$ cat config.mk
export PLATFORM = sky130hd
export DESIGN_NAME = msx_cart_bus_if_flat
export DESIGN_NICKNAME = d
export VERILOG_FILES = /design/src/rtl/msx_cart_bus_pkg.sv /design/src/rtl/msx_cart_bus_if_if.sv /design/src/rtl/msx_cart_bus_if_sync.sv /design/src/rtl/msx_cart_bus_if.sv /design/src/flat_wrapper.sv
export SDC_FILE = /design/constraint.sdc
export NUM_CORES = 1
export LEC_CHECK = 0
export CAP_MARGIN = 20
export CORE_ASPECT_RATIO = 0.6
export CORE_MARGIN = 4
export CORE_UTILIZATION = 46
export CTS_CLUSTER_DIAMETER = 40
export CTS_CLUSTER_SIZE = 24
export DETAILED_ROUTE_END_ITERATION = 16
export PLACE_DENSITY = 0.75
export SLEW_MARGIN = 0
export SYNTH_ARGS = -nofsm -noshare
export SYNTH_HDL_FRONTEND = slang
export SYNTH_SLANG_ARGS = --single-unit
$ cat constraint.sdc
create_clock -name clk -period 2.05 [get_ports clk]
set_input_delay 0.205 -clock clk [delete_from_list [all_inputs] [get_ports clk]]
set_output_delay 0.205 -clock clk [all_outputs]
set_load 0.03 [all_outputs]
$ cat src/rtl/msx_cart_bus_pkg.sv
`default_nettype none
// ============================================================================
// Module   : msx_cart_bus_pkg
// Purpose  : Shared types and constants for the MSX cartridge bus front-end.
//            Holds the front-end FSM state encoding, the idle value driven
//            on td, and the widths of the internal request bus.
// Revision : 1.0 - initial release
// ============================================================================
package msx_cart_bus_pkg;

  localparam int C_TIMEOUT_W = 8;
  localparam int C_ADDR_W    = 2;
  localparam int C_DATA_W    = 8;

  // Value presented on td when no real read data is available (open bus).
  localparam logic [C_DATA_W-1:0] C_TD_IDLE = 8'hFF;

  typedef enum logic [2:0] {
    IDLE     = 3'd0,
    WR_REQ   = 3'd1,
    RD_REQ   = 3'd2,
    RD_DRIVE = 3'd3,
    RELEASE  = 3'd4
  } state_t;

endpackage
`default_nettype wire

$ cat src/rtl/msx_cart_bus_if_if.sv
`default_nettype none
// ============================================================================
// Interface: msx_int_bus_if
// Purpose  : Internal valid/ready request bus between the cartridge
//            front-end (master) and the I/O device decoders (slave).
// Signals  : bus_valid   master->slave  request pending
//            bus_write   master->slave  1 = write, 0 = read
//            bus_address master->slave  latched cartridge address
//            bus_wdata   master->slave  latched write data
//            bus_ready   slave->master  request accepted (read data valid)
//            bus_rdata   slave->master  read data
// Revision : 1.0 - initial release
// ============================================================================
interface msx_int_bus_if;
  import msx_cart_bus_pkg::*;

  logic                bus_valid;
  logic                bus_write;
  logic [C_ADDR_W-1:0] bus_address;
  logic [C_DATA_W-1:0] bus_wdata;
  logic                bus_ready;
  logic [C_DATA_W-1:0] bus_rdata;

  modport master (
    output bus_valid, bus_write, bus_address, bus_wdata,
    input  bus_ready, bus_rdata
  );

  modport slave (
    input  bus_valid, bus_write, bus_address, bus_wdata,
    output bus_ready, bus_rdata
  );

endinterface
`default_nettype wire

$ cat src/rtl/msx_cart_bus_if_sync.sv
`default_nettype none
// ============================================================================
// Module   : msx_cart_sync
// Purpose  : WIDTH-bit, STAGES-deep flip-flop synchroniser for signals
//            arriving asynchronously from the MSX cartridge slot. Every bit
//            resets to the matching bit of RESET_VALUE. STAGES must be >= 2.
// Ports    : clk      in  system clock
//            n_reset  in  asynchronous active-low reset
//            i_d      in  asynchronous input vector
//            o_q      out synchronised output vector
// Revision : 1.0 - initial release
// ============================================================================
module msx_cart_sync #(
  parameter int               WIDTH       = 1,
  parameter int               STAGES      = 2,
  parameter logic [WIDTH-1:0] RESET_VALUE = '0
) (
  input  wire logic             clk,
  input  wire logic             n_reset,
  input  wire logic [WIDTH-1:0] i_d,
  output logic      [WIDTH-1:0] o_q
);

  // Index 0 is the first (metastability-exposed) stage.
  logic [STAGES-1:0][WIDTH-1:0] r_stage;

  always_ff @(posedge clk or negedge n_reset) begin
    if (!n_reset) begin
      r_stage <= {STAGES{RESET_VALUE}};
    end else begin
      r_stage <= {r_stage[STAGES-2:0], i_d};
    end
  end

  assign o_q = r_stage[STAGES-1];

endmodule
`default_nettype wire

$ cat src/rtl/msx_cart_bus_if.sv
`default_nettype none
// ============================================================================
// Module   : msx_cart_bus_if
// Purpose  : MSX cartridge bus front-end. Synchronises the slot strobes,
//            turns every MSX access into exactly one valid/ready request on
//            the internal bus, stretches reads with twait until data is
//            available (or a timeout expires) and then drives td.
// Ports    : clk          in  system clock
//            n_reset      in  asynchronous active-low reset
//            n_ce         in  cartridge select, active low, async
//            n_twr        in  write strobe, active low, async
//            n_trd        in  read strobe, active low, async
//            ta[1:0]      in  address, async
//            td_in[7:0]   in  data from MSX, async
//            td_out[7:0]  out data to MSX, valid while tdir
//            tdir         out 1 = FPGA drives td
//            twait        out 1 = hold the MSX in a wait state
//            bus          --  internal request bus (master side)
// Revision : 1.0 - initial release
// ============================================================================
module msx_cart_bus_if
  import msx_cart_bus_pkg::*;
#(
  parameter int SYNC_STAGES  = 2,
  parameter int WAIT_TIMEOUT = 255
) (
  input  wire logic                clk,
  input  wire logic                n_reset,
  input  wire logic                n_ce,
  input  wire logic                n_twr,
  input  wire logic                n_trd,
  input  wire logic [C_ADDR_W-1:0] ta,
  input  wire logic [C_DATA_W-1:0] td_in,
  output logic      [C_DATA_W-1:0] td_out,
  output logic                     tdir,
  output logic                     twait,
  msx_int_bus_if.master            bus
);

  // Last count value of a read wait; reaching it without bus_ready forces
  // completion with open-bus data.
  localparam logic [C_TIMEOUT_W-1:0] C_TIMEOUT_LAST = C_TIMEOUT_W'(WAIT_TIMEOUT - 1);

  localparam int C_PAYLOAD_W = C_ADDR_W + C_DATA_W;

  // --------------------------------------------------------------------------
  // Synchronisers: strobes idle high, address/data idle low.
  // --------------------------------------------------------------------------
  logic [2:0]             w_strb_sync;   // {n_ce, n_twr, n_trd}
  logic [C_PAYLOAD_W-1:0] w_data_sync;   // {ta, td_in}

  msx_cart_sync #(
    .WIDTH       (3),
    .STAGES      (SYNC_STAGES),
    .RESET_VALUE (3'b111)
  ) u_sync_strb (
    .clk     (clk),
    .n_reset (n_reset),
    .i_d     ({n_ce, n_twr, n_trd}),
    .o_q     (w_strb_sync)
  );

  msx_cart_sync #(
    .WIDTH       (C_PAYLOAD_W),
    .STAGES      (SYNC_STAGES),
    .RESET_VALUE ({C_PAYLOAD_W{1'b0}})
  ) u_sync_data (
    .clk     (clk),
    .n_reset (n_reset),
    .i_d     ({ta, td_in}),
    .o_q     (w_data_sync)
  );

  logic                w_ce_act;
  logic                w_wr_act;
  logic                w_rd_act;
  logic [C_ADDR_W-1:0] w_s_ta;
  logic [C_DATA_W-1:0] w_s_td;

  assign w_ce_act = ~w_strb_sync[2];
  assign w_wr_act = w_ce_act & ~w_strb_sync[1];
  assign w_rd_act = w_ce_act & ~w_strb_sync[0];
  assign w_s_ta   = w_data_sync[C_PAYLOAD_W-1:C_DATA_W];
  assign w_s_td   = w_data_sync[C_DATA_W-1:0];

  // --------------------------------------------------------------------------
  // FSM with registered outputs
  // --------------------------------------------------------------------------
  state_t                 r_state;
  logic [C_TIMEOUT_W-1:0] r_wait_cnt;
  logic [C_DATA_W-1:0]    r_td_out;
  logic                   r_tdir;
  logic                   r_twait;
  logic                   r_valid;
  logic                   r_write;
  logic [C_ADDR_W-1:0]    r_addr;
  logic [C_DATA_W-1:0]    r_wdata;

  always_ff @(posedge clk or negedge n_reset) begin
    if (!n_reset) begin
      r_state    <= IDLE;
      r_wait_cnt <= '0;
      r_td_out   <= C_TD_IDLE;
      r_tdir     <= 1'b0;
      r_twait    <= 1'b0;
      r_valid    <= 1'b0;
      r_write    <= 1'b0;
      r_addr     <= '0;
      r_wdata    <= '0;
    end else begin
      case (r_state)
        IDLE: begin
          // Both strobes low at once is not a legal MSX cycle and is ignored.
          if (w_wr_act && !w_rd_act) begin
            r_addr  <= w_s_ta;
            r_wdata <= w_s_td;
            r_valid <= 1'b1;
            r_write <= 1'b1;
            r_state <= WR_REQ;
          end else if (w_rd_act && !w_wr_act) begin
            r_addr     <= w_s_ta;
            r_valid    <= 1'b1;
            r_write    <= 1'b0;
            r_twait    <= 1'b1;
            r_wait_cnt <= '0;
            r_state    <= RD_REQ;
          end
        end

        WR_REQ: begin
          if (bus.bus_ready) begin
            r_valid <= 1'b0;
            r_state <= RELEASE;
          end
        end

        RD_REQ: begin
          if (bus.bus_ready) begin
            // Real data wins over a timeout landing in the same cycle.
            r_td_out <= bus.bus_rdata;
            r_valid  <= 1'b0;
            r_twait  <= 1'b0;
            if (w_rd_act) begin
              r_tdir  <= 1'b1;
              r_state <= RD_DRIVE;
            end else begin
              // MSX already gave up on this read: finish the handshake only.
              r_state <= IDLE;
            end
          end else if (w_rd_act) begin
            if (r_wait_cnt == C_TIMEOUT_LAST) begin
              r_td_out <= C_TD_IDLE;
              r_valid  <= 1'b0;
              r_tdir   <= 1'b1;
              r_twait  <= 1'b0;
              r_state  <= RD_DRIVE;
            end else begin
              r_wait_cnt <= r_wait_cnt + 1'b1;
            end
          end else begin
            // Strobe released mid-request: let the MSX go, keep the device
            // handshake open until it answers.
            r_twait <= 1'b0;
          end
        end

        RD_DRIVE: begin
          if (!w_rd_act) begin
            r_tdir   <= 1'b0;
            r_td_out <= C_TD_IDLE;
            r_state  <= IDLE;
          end
        end

        RELEASE: begin
          // One transaction per strobe, however long the strobe is held.
          if (!w_wr_act && !w_rd_act) begin
            r_state <= IDLE;
          end
        end

        default: begin
          r_state <= IDLE;
        end
      endcase
    end
  end

  assign td_out          = r_td_out;
  assign tdir            = r_tdir;
  assign twait           = r_twait;
  assign bus.bus_valid   = r_valid;
  assign bus.bus_write   = r_write;
  assign bus.bus_address = r_addr;
  assign bus.bus_wdata   = r_wdata;

endmodule
`default_nettype wire
$ cat src/flat_wrapper.sv
// flat-port wrapper written by rule: the top's interface ports become plain ports
module msx_cart_bus_if_flat import msx_cart_bus_pkg::*;
#(
  parameter int SYNC_STAGES  = 2,
  parameter int WAIT_TIMEOUT = 255
)
  (clk, n_reset, n_ce, n_twr, n_trd, ta, td_in, td_out, tdir, twait, bus_bus_valid, bus_bus_write, bus_bus_address, bus_bus_wdata, bus_bus_ready, bus_bus_rdata);
  msx_int_bus_if bus_i ();
  input  wire logic clk;
  input  wire logic n_reset;
  input  wire logic n_ce;
  input  wire logic n_twr;
  input  wire logic n_trd;
  input  wire logic [C_ADDR_W-1:0] ta;
  input  wire logic [C_DATA_W-1:0] td_in;
  output logic      [C_DATA_W-1:0] td_out;
  output logic tdir;
  output logic twait;
  output wire logic [$bits(bus_i.bus_valid)-1:0] bus_bus_valid;
  output wire logic [$bits(bus_i.bus_write)-1:0] bus_bus_write;
  output wire logic [$bits(bus_i.bus_address)-1:0] bus_bus_address;
  output wire logic [$bits(bus_i.bus_wdata)-1:0] bus_bus_wdata;
  input wire logic [$bits(bus_i.bus_ready)-1:0] bus_bus_ready;
  input wire logic [$bits(bus_i.bus_rdata)-1:0] bus_bus_rdata;
  assign bus_bus_valid = bus_i.bus_valid;
  assign bus_bus_write = bus_i.bus_write;
  assign bus_bus_address = bus_i.bus_address;
  assign bus_bus_wdata = bus_i.bus_wdata;
  assign bus_i.bus_ready = bus_bus_ready;
  assign bus_i.bus_rdata = bus_bus_rdata;
  msx_cart_bus_if #(.SYNC_STAGES(SYNC_STAGES), .WAIT_TIMEOUT(WAIT_TIMEOUT)) u_core (.clk(clk), .n_reset(n_reset), .n_ce(n_ce), .n_twr(n_twr), .n_trd(n_trd), .ta(ta), .td_in(td_in), .td_out(td_out), .tdir(tdir), .twait(twait), .bus(bus_i));
endmodule
==> results list, run 1 <==
- The flow ran to the end, and the final reports show no timing, DRC or antenna violations.
- Clock tree synthesis selected as its root buffer the cell sky130_fd_sc_hd__clkbuf_8.
- First-pass detailed-route iteration total: 4
* Maximum number of pins on one net before global-route repair: 60
- Fmax achieved: approximately 510 MHz
- Biggest cell delay along the critical path: roughly 0.36 ns
* GR Overflow Total: 0
* Required time reported for the critical path endpoint: between 2 and 2.5 ns
- Using the TritonRoute via totals, the vias-per-cell ratio works out to roughly 5.2.
* Net count of the mapped netlist: 207
- Leaving out filler cells and counting taps, the final layout contains between 300 and 400.
- Most common library cell in the layout ignoring fill and taps: sky130_fd_sc_hd__dfrtp_1
- Crit-path slowest cell: sky130_fd_sc_hd__dfstp_2
- Clock latency on the worst-skew pair, taken at its later pin, is 0.33 ns.
- The first global-routing pass estimated between 7 and 8 mm of wire.
- Bufs and invs on worst path: 1
* Time the final worst path needs with I/O delays and setup: 1.97 ns
* Placer's final routability congestion estimate: around 0.93
- The most critical setup path has its startpoint at u_core.u_sync_strb.o_q[1]$_DFF_PN1_.
- CTS saw 59 sinks.
- Crit-path cells: nor2_1 > inv_1 > ha_1 > nor4_4 > a31oi_1 > a21o_1 > nand2_1 > mux2_2
* Post-route clock skew: 0.00970 ns
- TritonCTS built the clock tree.
* Setup violation total in the final timing report: 0
- For this run, the register share of the synthesized area comes to 63.8%.
* Fraction of layout cells with a size suffix above 1: 23.7%
* First-iteration detailed-routing DRC count: 91
- Mapped cell area: 0.00234 mm2
- In this run the power density over the cells is 1360 mW/mm2.
* Kind of cell adding the most delay to the critical path: simple AND/OR/NAND/NOR gates
- Dividing the final minimum period by the clock period gives 96.3%.
- The finished cells cover 0.00315 mm2.
- Static Leakage: between 1 and 1.5 nW
- Post-synthesis register bit count: 59
- Slew at the pin closest to its max-slew limit: between 0.4 and 0.5 ns
- Startpoint type of the worst setup path: flop
* Highest-count cells in the layout ignoring fill and taps: sky130_fd_sc_hd__dfrtp_1, sky130_fd_sc_hd__clkdlybuf4s50_1, sky130_fd_sc_hd__dfstp_2
- Reg-to-reg slack, setup: 0.08 ns
* Number of global-route vias before repair: 1580
- Fill cells in the final layout number approximately 360.
* Die footprint: 0.00633 mm2
- After floorplanning, the core was sized to cover 0.00473 mm2.
* Number of max-cap violations: 0
- Die span in y: 63.3 um
* Syn-to-layout area delta: 34.4%
- The detail route stage leaves a number of antenna-violating nets equal to 0.
- IO Pins: between 40 and 50
- For this run, the post-layout net count is 270.
* Peak ir drop on the vdd network: 856 uV
- Global routing used 16.4% of the available tracks.
- Max FO, Critical Path: 3
- Number of buffers inserted during clock tree synthesis: 9
* Die X: 100 um
- Data arrives at the worst endpoint at 2.19 ns.
- Area post-placement: 0.00293 mm2
- In this run the tool buffered the top-level ports with 45 buffer cells.
* Critical Setup Path Class: reg -> reg
- Starting Density: 49.5%
- Measured against its own limit, the worst slew margin works out to 66.9%.
- In this run, placement finished with an instance count of 290.
- CTS clk-pin slew, worst paths: 0.07 ns
- Worst min-delay path class: in -> reg
- Critical R2R Launch: u_core.u_sync_strb.o_q[1]$_DFF_PN1_
- CTS built an H-tree with a depth of 3.
- Number of instances in the synthesized netlist: 177
- # DRC: 0
- Maximum buffer depth of the clock tree: 2
- Counting distinct cell types in the post-synthesis netlist gives 36.
- The number of hold violations in the final report is 0.
- The most critical setup path has its endpoint at u_core.r_state[0]$_DFFE_PN0P_.
- Antenna cell count: 0
- The number of pins with negative max-slew slack in the final report is 0.
- The worst register-to-register path ends at u_core.r_state[0]$_DFFE_PN0P_.
* Crit. path cell count: 8
* Wire length after detailed routing: 4.81 mm
* Antenna violations before repair: 0
* Post-DP HPWL: ~3.3 mm
* Yosys synthesis warning count: 0
* Vias after detailed routing: 1610
* Post-Synthesis Mean Instance Area: 13.2 um2
- Length in cells of the worst reg-to-reg path: 8
* Kind of end point of the critical path: flop
- Row generation in the floorplan step produced 19 rows.
- After detailed routing, the average wire length per cell comes to 15.6 um.
==> where the power goes <==
part           leakage, nW  switching [W]  total (W)  internal [W]
sequential           0.696       0.000200    0.00169       0.00149
clock               0.0887       0.000451   0.000882      0.000432
combinational        0.586       0.000959    0.00171      0.000753
total                 1.37        0.00161    0.00428       0.00267
==> synth_stat cells, drive strengths merged <==
cell / instances / area (um2)
dfrtp: 45 / 1130
nand2: 16 / 85.1
dfstp: 14 / 368
mux2: 13 / 150
nor2: 11 / 41.3
a31oi: 9 / 56.3
o22a: 8 / 70.1
a21oi: 7 / 35.0
nand3: 7 / 40.0
o21ai: 7 / 35.0
ha: 6 / 75.1
inv: 6 / 22.5
nor3: 6 / 51.3
buf: 4 / 20.0
or2: 3 / 18.8
a41oi: 2 / 17.5
o211ai: 2 / 15.0
a21o: 1 / 7.51
a221oi: 1 / 26.3
a31o: 1 / 8.76
and2: 1 / 6.26
clkinv: 1 / 5.00
nand2b: 1 / 6.26
nand3b: 1 / 7.51
nor4: 1 / 6.26
o21a: 1 / 7.51
o31ai: 1 / 21.3
or3: 1 / 11.3
==> cell type report <==
cell class / instances / area, um2 / area share (%)
repair buffers: 56 / 543 / 17.3
flip-flops and latches: 59 / 1490 / 47.5
multi-input cells: 107 / 830 / 26.4
clock buffers: 9 / 124 / 3.94
clock inverters: 7 / 45.0 / 1.43
inverters: 7 / 31.3 / 0.994
well taps: 63 / 78.8 / 2.51
==> repair_timing <==
action | CTS | global route
endpoints found under the hold margin | 45 | 0
buffers inserted | 0 | 2
pin swaps | 0 | 3
resized for setup | 1 | 4
setup endpoints to repair | 1 | 1
hold buffers | 1 | 0
==> state kept, by name, summed over array words and instances (netlist names) <==
signal                      count
u_core.bus.bus_write            1
u_core.bus.bus_valid            1
u_core.tdir                     1
u_core.u_sync_strb.r_stage      3
u_core.bus.bus_address          2
u_core.u_sync_data.o_q         10
u_core.bus.bus_wdata            8
u_core.r_state                  3
u_core.r_wait_cnt               8
u_core.u_sync_strb.o_q          3
u_core.td_out                   8
u_core.u_sync_data.r_stage     10
u_core.twait                    1
==> metrics by stage <==
step / util (%) / hold slack (ns) / total power (W) / TNS, ns / setup slack (ns)
after floorplan: - / -0.0906 / 0.00267 / 0 / 0.0492
after global placement: 61.9 / 0.228 / 0.00334 / 0 / 0.0496
after global routing: 66.5 / 0.253 / 0.00455 / -0.0274 / -0.0274
after CTS: 65.8 / 0.262 / 0.00428 / 0 / 0.0186
final: 66.5 / 0.278 / 0.00428 / 0 / 0.0759
after detailed placement: 61.9 / 0.228 / 0.00336 / -0.0165 / -0.0165
==> how the worst min path moves through the flow <==
| stage | startpoint | to | slack (ns) | cells past startpoint |
|---|---|---|---|---|
| after global routing | n_ce | u_core.u_sync_strb.r_stage[2]$_DFF_PN1_ | 0.25 | 1 |
| final | n_trd | u_core.u_sync_strb.r_stage[0]$_DFF_PN1_ | 0.28 | 1 |
| after global placement | n_reset | u_core.bus.bus_valid$_DFFE_PN0P_ | 0.23 | 2 |
| after floorplan | n_reset | u_core.bus.bus_address[0]$_DFFE_PN0P_ | -0.09 | 0 |
| after detailed placement | n_reset | u_core.bus.bus_valid$_DFFE_PN0P_ | 0.23 | 2 |
| after CTS | n_trd | u_core.u_sync_strb.r_stage[0]$_DFF_PN1_ | 0.26 | 1 |
==> kinds of logic (layout without fill, tap and decap cells) <==
kind of cell    after synthesis  count (layout)  synth area share, %
mux                          13              13                 6.41
compound gates               40              40                 12.8
fa+ha+maj                     6               6                 3.21
flops                        59              59                 63.8
buf+inv                      11              79                 2.03
simple gates                 48              48                 11.7
==> per-layer routing <==
metal	vias up	global-route usage [%]	wire length (um)	share of wire, %
li1	761	-	-	-
met1	789	22.6	2210	46
met2	57	20.4	2070	43
met3	3	12.1	509	11
met4	0	3.53	19	0.40
met5	-	0	0	0
Note: power is estimated with default switching activity, not from simulation.
==> inputs of run 2 (changes only) <==
--- a/config.mk
+++ b/config.mk
@@ -5,14 +5,15 @@
 export SDC_FILE = /design/constraint.sdc
 export NUM_CORES = 1
 export LEC_CHECK = 0
+export ABC_AREA = 1
 export CAP_MARGIN = 20
 export CORE_ASPECT_RATIO = 0.6
-export CORE_MARGIN = 4
-export CORE_UTILIZATION = 46
+export CORE_MARGIN = 1.5
+export CORE_UTILIZATION = 50
 export CTS_CLUSTER_DIAMETER = 40
 export CTS_CLUSTER_SIZE = 24
 export DETAILED_ROUTE_END_ITERATION = 16
-export PLACE_DENSITY = 0.75
+export PLACE_DENSITY = 0.76
 export SLEW_MARGIN = 0
 export SYNTH_ARGS = -nofsm -noshare
 export SYNTH_HDL_FRONTEND = slang
==> constraint.sdc (replaced) <==
create_clock -name clk -period 2.19 [get_ports clk]
set_input_delay 0.219 -clock clk [delete_from_list [all_inputs] [get_ports clk]]
set_output_delay 0.219 -clock clk [all_outputs]
set_load 0.03 [all_outputs]
==> run 2 against run 1 <==
Effect of this change:
- clock skew barely moved
- clock power rose by 19%
- global-route usage rose by 4.4 points
- final area rose by 7.9%
==> results list, run 2 <==
- The total iterations of the first detailed-routing run came to 4 (unchanged).
* Worst min-delay path class: in -> reg
- Startpoint type of the worst setup path: flop
* Maximum level of the CTS H-tree: 3 (unchanged)
- The largest stage delay on the critical path was 0.67 ns (+0.31 ns).
- Area post-placement: 0.00318 mm2 (+8.4%)
- Resized cells post-CTS: 0 (-1)
* Fmax achieved: 567 MHz
- Worst endpoint data arrival time: 1.55 ns (-0.64 ns)
- The antenna diode count is 0 (unchanged).
- Clock tree synthesis selected as its root buffer the cell sky130_fd_sc_hd__clkbuf_8.
- Share of synthesized flip-flops with an asynchronous set or reset: 100% (unchanged)
- End of the worst hold path: u_core.u_sync_strb.r_stage[1]$_DFF_PN1_
* Bufs and invs on worst path: 1 (unchanged)
* First-iteration detailed-routing DRC count: 105 (+15%)
- The number of nets at the end of the flow was 374 (+39%).
- Die span in y: 59.4 um (-6.2%)
* Number of cells on the worst hold path: 1 (unchanged)
* Final Cell Area: 0.00339 mm2 (+7.9%)
- The clock transition at the registers of the reported paths was 0.06 ns (about the same).
* Leading post-synthesis cells by instance count: sky130_fd_sc_hd__nand2_1, sky130_fd_sc_hd__dfrtp_1, sky130_fd_sc_hd__nor2_1
- Worst reg2reg endpoint: u_core.r_wait_cnt[5]$_DFFE_PN0P_
- Floorplan Core Area: 0.00508 mm2 (+7.4%)
* Net count of the mapped netlist: 318 (+54%)
- The most used flip-flop cell after synthesis is sky130_fd_sc_hd__dfrtp_1.
- Peak ir drop on the vdd network: 744 uV (-13%)
- The mean number of vias per cell was 4.86 (-7.1%).
- The die width was 96.9 um (-3.2%).
- The largest net degree at the start of global routing is 35 (-42%).
- Highest-count cells in the layout ignoring fill and taps: sky130_fd_sc_hd__nand2_1, sky130_fd_sc_hd__dfrtp_1, sky130_fd_sc_hd__clkdlybuf4s50_1
- Die footprint: 0.00575 mm2 (-9.2%)
* Number of instances in the synthesized netlist: 288 (+63%)
- Maximum buffer depth of the clock tree: 2 (unchanged)
- Post-route clock skew: 0.00987 ns (+0.000175 ns)
- Setup violation total in the final timing report: 0 (unchanged)
* Post-Synthesis Mean Instance Area: 9.19 um2 (-31%)
- The via count is 2016 (+25%).
- The first-pass GRT wire length is 9.02 mm (+16%).
- By area the synthesized netlist is led by sky130_fd_sc_hd__dfrtp_1, sky130_fd_sc_hd__nand2_1, sky130_fd_sc_hd__dfstp_2, sky130_fd_sc_hd__nor2_1, sky130_fd_sc_hd__ha_1.
* Hold buffers post-CTS: 1 (unchanged)
- All-Layer GR Usage: 20.8% (+4.4 points)
- In the finished design, the share of the clock period the worst path needs comes to 80.6%.
- The number of ports placed on the die boundary is 46 (unchanged).
- The number of buffers created by CTS is 9 (unchanged).
- Areal power density over the cells: 1390 mW/mm2 (+2.5%)
- The floorplan row count was 20 (+1).
* Time the final worst path needs with I/O delays and setup: 1.76 ns
- Critical R2R Launch: u_core.u_sync_strb.o_q[2]$_DFF_PN1_
* Syn-to-layout area delta: 28.3%
- Required time reported for the critical path endpoint: 1.97 ns (-0.30 ns)
- The number of buffers added on ports is 45 (unchanged).
- Slack of the critical path: 0.425 ns (+0.349 ns)
* Number of max-cap violations: 0 (unchanged)
- The flow ran to the end, and the final reports show no timing, DRC or antenna violations.
* CTS sink cnt: 59 (unchanged)
* Length in cells of the worst reg-to-reg path: 9 (+1)
- The area share of the largest cell type after synthesis is 42.6% (-5.5 points).
- The share of post-route cells with drive strength above 1 was 16.3% (-7.3 points).
- On the critical path, the stage with the largest delay is an instance of sky130_fd_sc_hd__clkdlybuf4s50_1.
- Post-DP HPWL: 3.72 mm (+13%)
- Wire length after detailed routing: 5.21 mm (+8.3%)
- The number of warnings reported in the yosys synthesis log was 0 (unchanged).
* Pre-CTS setup slack: 0.412 ns (+0.429 ns)
* Starting Density: 52.1% (+2.6 points)
- The critical path in this run is classified as reg -> out.
- Static Leakage: 1.63 nW (+19%)
- The via count of the first global-routing pass was 1885 (+19%).
* Leading cell type by number of instances after synthesis: sky130_fd_sc_hd__nand2_1
- Most common library cell in the layout ignoring fill and taps: sky130_fd_sc_hd__nand2_1
- The number of flops mapped to enable cells by yosys was 0 (unchanged).
- The DRC violation count after routing was 0 (unchanged).
- Slew at the pin closest to its max-slew limit: 0.649 ns (+0.153 ns)
- The critical path goes through clkdlybuf4s50_1.
- The number of hold violations in the final report was 0 (unchanged).
* Mapped cell area: 0.00265 mm2 (+13%)
* Post-synthesis register bit count: 59 (unchanged)
- The register-to-register setup slack is 0.43 ns (+0.35 ns).
- Placer's final routability congestion estimate: 0.939 (+1.0%)
* Clock tree from TritonCTS: yes
* Kind of cell adding the most delay to the critical path: buffers and inverters
- sky130_fd_sc_hd__dfrtp_1 takes more of the synthesized area than any other cell.
- Register area share after synthesis: 56.5% (-7.4 points)
- The post-detailed-route wirelength per cell is 12.5 um (-20%).
* Unrepaired setup endpoints after global routing: no
- Final ANT Viol Nets: 0 (unchanged)
- The number of distinct library cell variants in the gate-level netlist after synthesis was 27 (-25%).
- Slew HR: 56.7% (-10 points)
- The number of pins with negative max-slew slack in the final report was 0 (unchanged).
- The maximum net fanout on the critical path came to 2 (-1).
* HP Start: n_twr
- The number of setup buffers added after CTS came to 0 (unchanged).
* GR Overflow Total: 0 (unchanged)
- Kind of end point of the critical path: output port
* Clock latency on the worst-skew pair: 0.34 ns (about the same)
* Antenna violations before repair: 0 (unchanged)
- Setup TNS: 0 ns (unchanged)
## run 2: cell type report
cell class / instances / area, um2
Clock buffer: 11 / 131
Multi-Input combinational cell: 204 / 1050
Tap cell: 66 / 82.6
Fill cell: 414 / 1690
Timing Repair Buffer: 47 / 475
Sequential cell: 59 / 1490
Inverter: 23 / 86.3
Clock inverter: 5 / 77.6
## run 2: power by group
group | internal (W) | switching, W
clock network | 0.000637 | 0.000412
logic | 0.000756 | 0.00130
registers | 0.00142 | 0.000214
total | 0.00281 | 0.00192
## run 2: cell families (layout without fill, tap and decap cells)
kind of cell / count (synthesis) / in the layout / share of synthesized area [%]
simple gates: 179 / 179 / 32.4
flops: 59 / 59 / 56.5
buf+inv: 25 / 86 / 3.97
compound gates: 18 / 18 / 3.97
fa+ha+maj: 6 / 6 / 2.84
xor+xnor: 1 / 1 / 0.331
## run 2: worst max-delay path by stage
stage / startpoint / end / cells past startpoint / slack [ns]
finish: u_core.td_out[5]$_DFFE_PN1P_ / td_out[5] / 1 / 0.43
global route: u_core.u_sync_strb.o_q[2]$_DFF_PN1_ / u_core.r_wait_cnt[2]$_DFFE_PN0P_ / 9 / 0.20
CTS: u_core.u_sync_strb.o_q[2]$_DFF_PN1_ / u_core.r_wait_cnt[6]$_DFFE_PN0P_ / 9 / 0.40
detailed placement: u_core.u_sync_strb.o_q[0]$_DFF_PN1_ / u_core.r_wait_cnt[6]$_DFFE_PN0P_ / 9 / 0.41
global placement: bus_bus_ready / u_core.r_wait_cnt[7]$_DFFE_PN0P_ / 7 / 0.45
floorplan: u_core.u_sync_strb.o_q[2]$_DFF_PN1_ / u_core.r_wait_cnt[3]$_DFFE_PN0P_ / 9 / 0.61
## run 2: per-layer routing
layer	vias to the layer above	part of all wire (%)	global-route usage, %
li1	1017	-	-
met4	0	1.3	7.87
met3	8	8.2	7.67
met1	925	49	29.8
met5	-	0	0
met2	66	41	29.0
## run 2: per-stage QoR
step | total power [W] | instances | util, % | hold slack (ns)
3_5_place_dp | 0.00370 | 398 | 62.5 | 0.275
6_report | 0.00473 | 415 | 66.8 | 0.285
2_1_floorplan | 0.00301 | 288 | - | -0.0766
5_1_grt | 0.00505 | 415 | 66.8 | 0.280
4_1_cts | 0.00478 | 415 | 66.8 | 0.268
3_3_place_gp | 0.00367 | 398 | 62.5 | 0.262
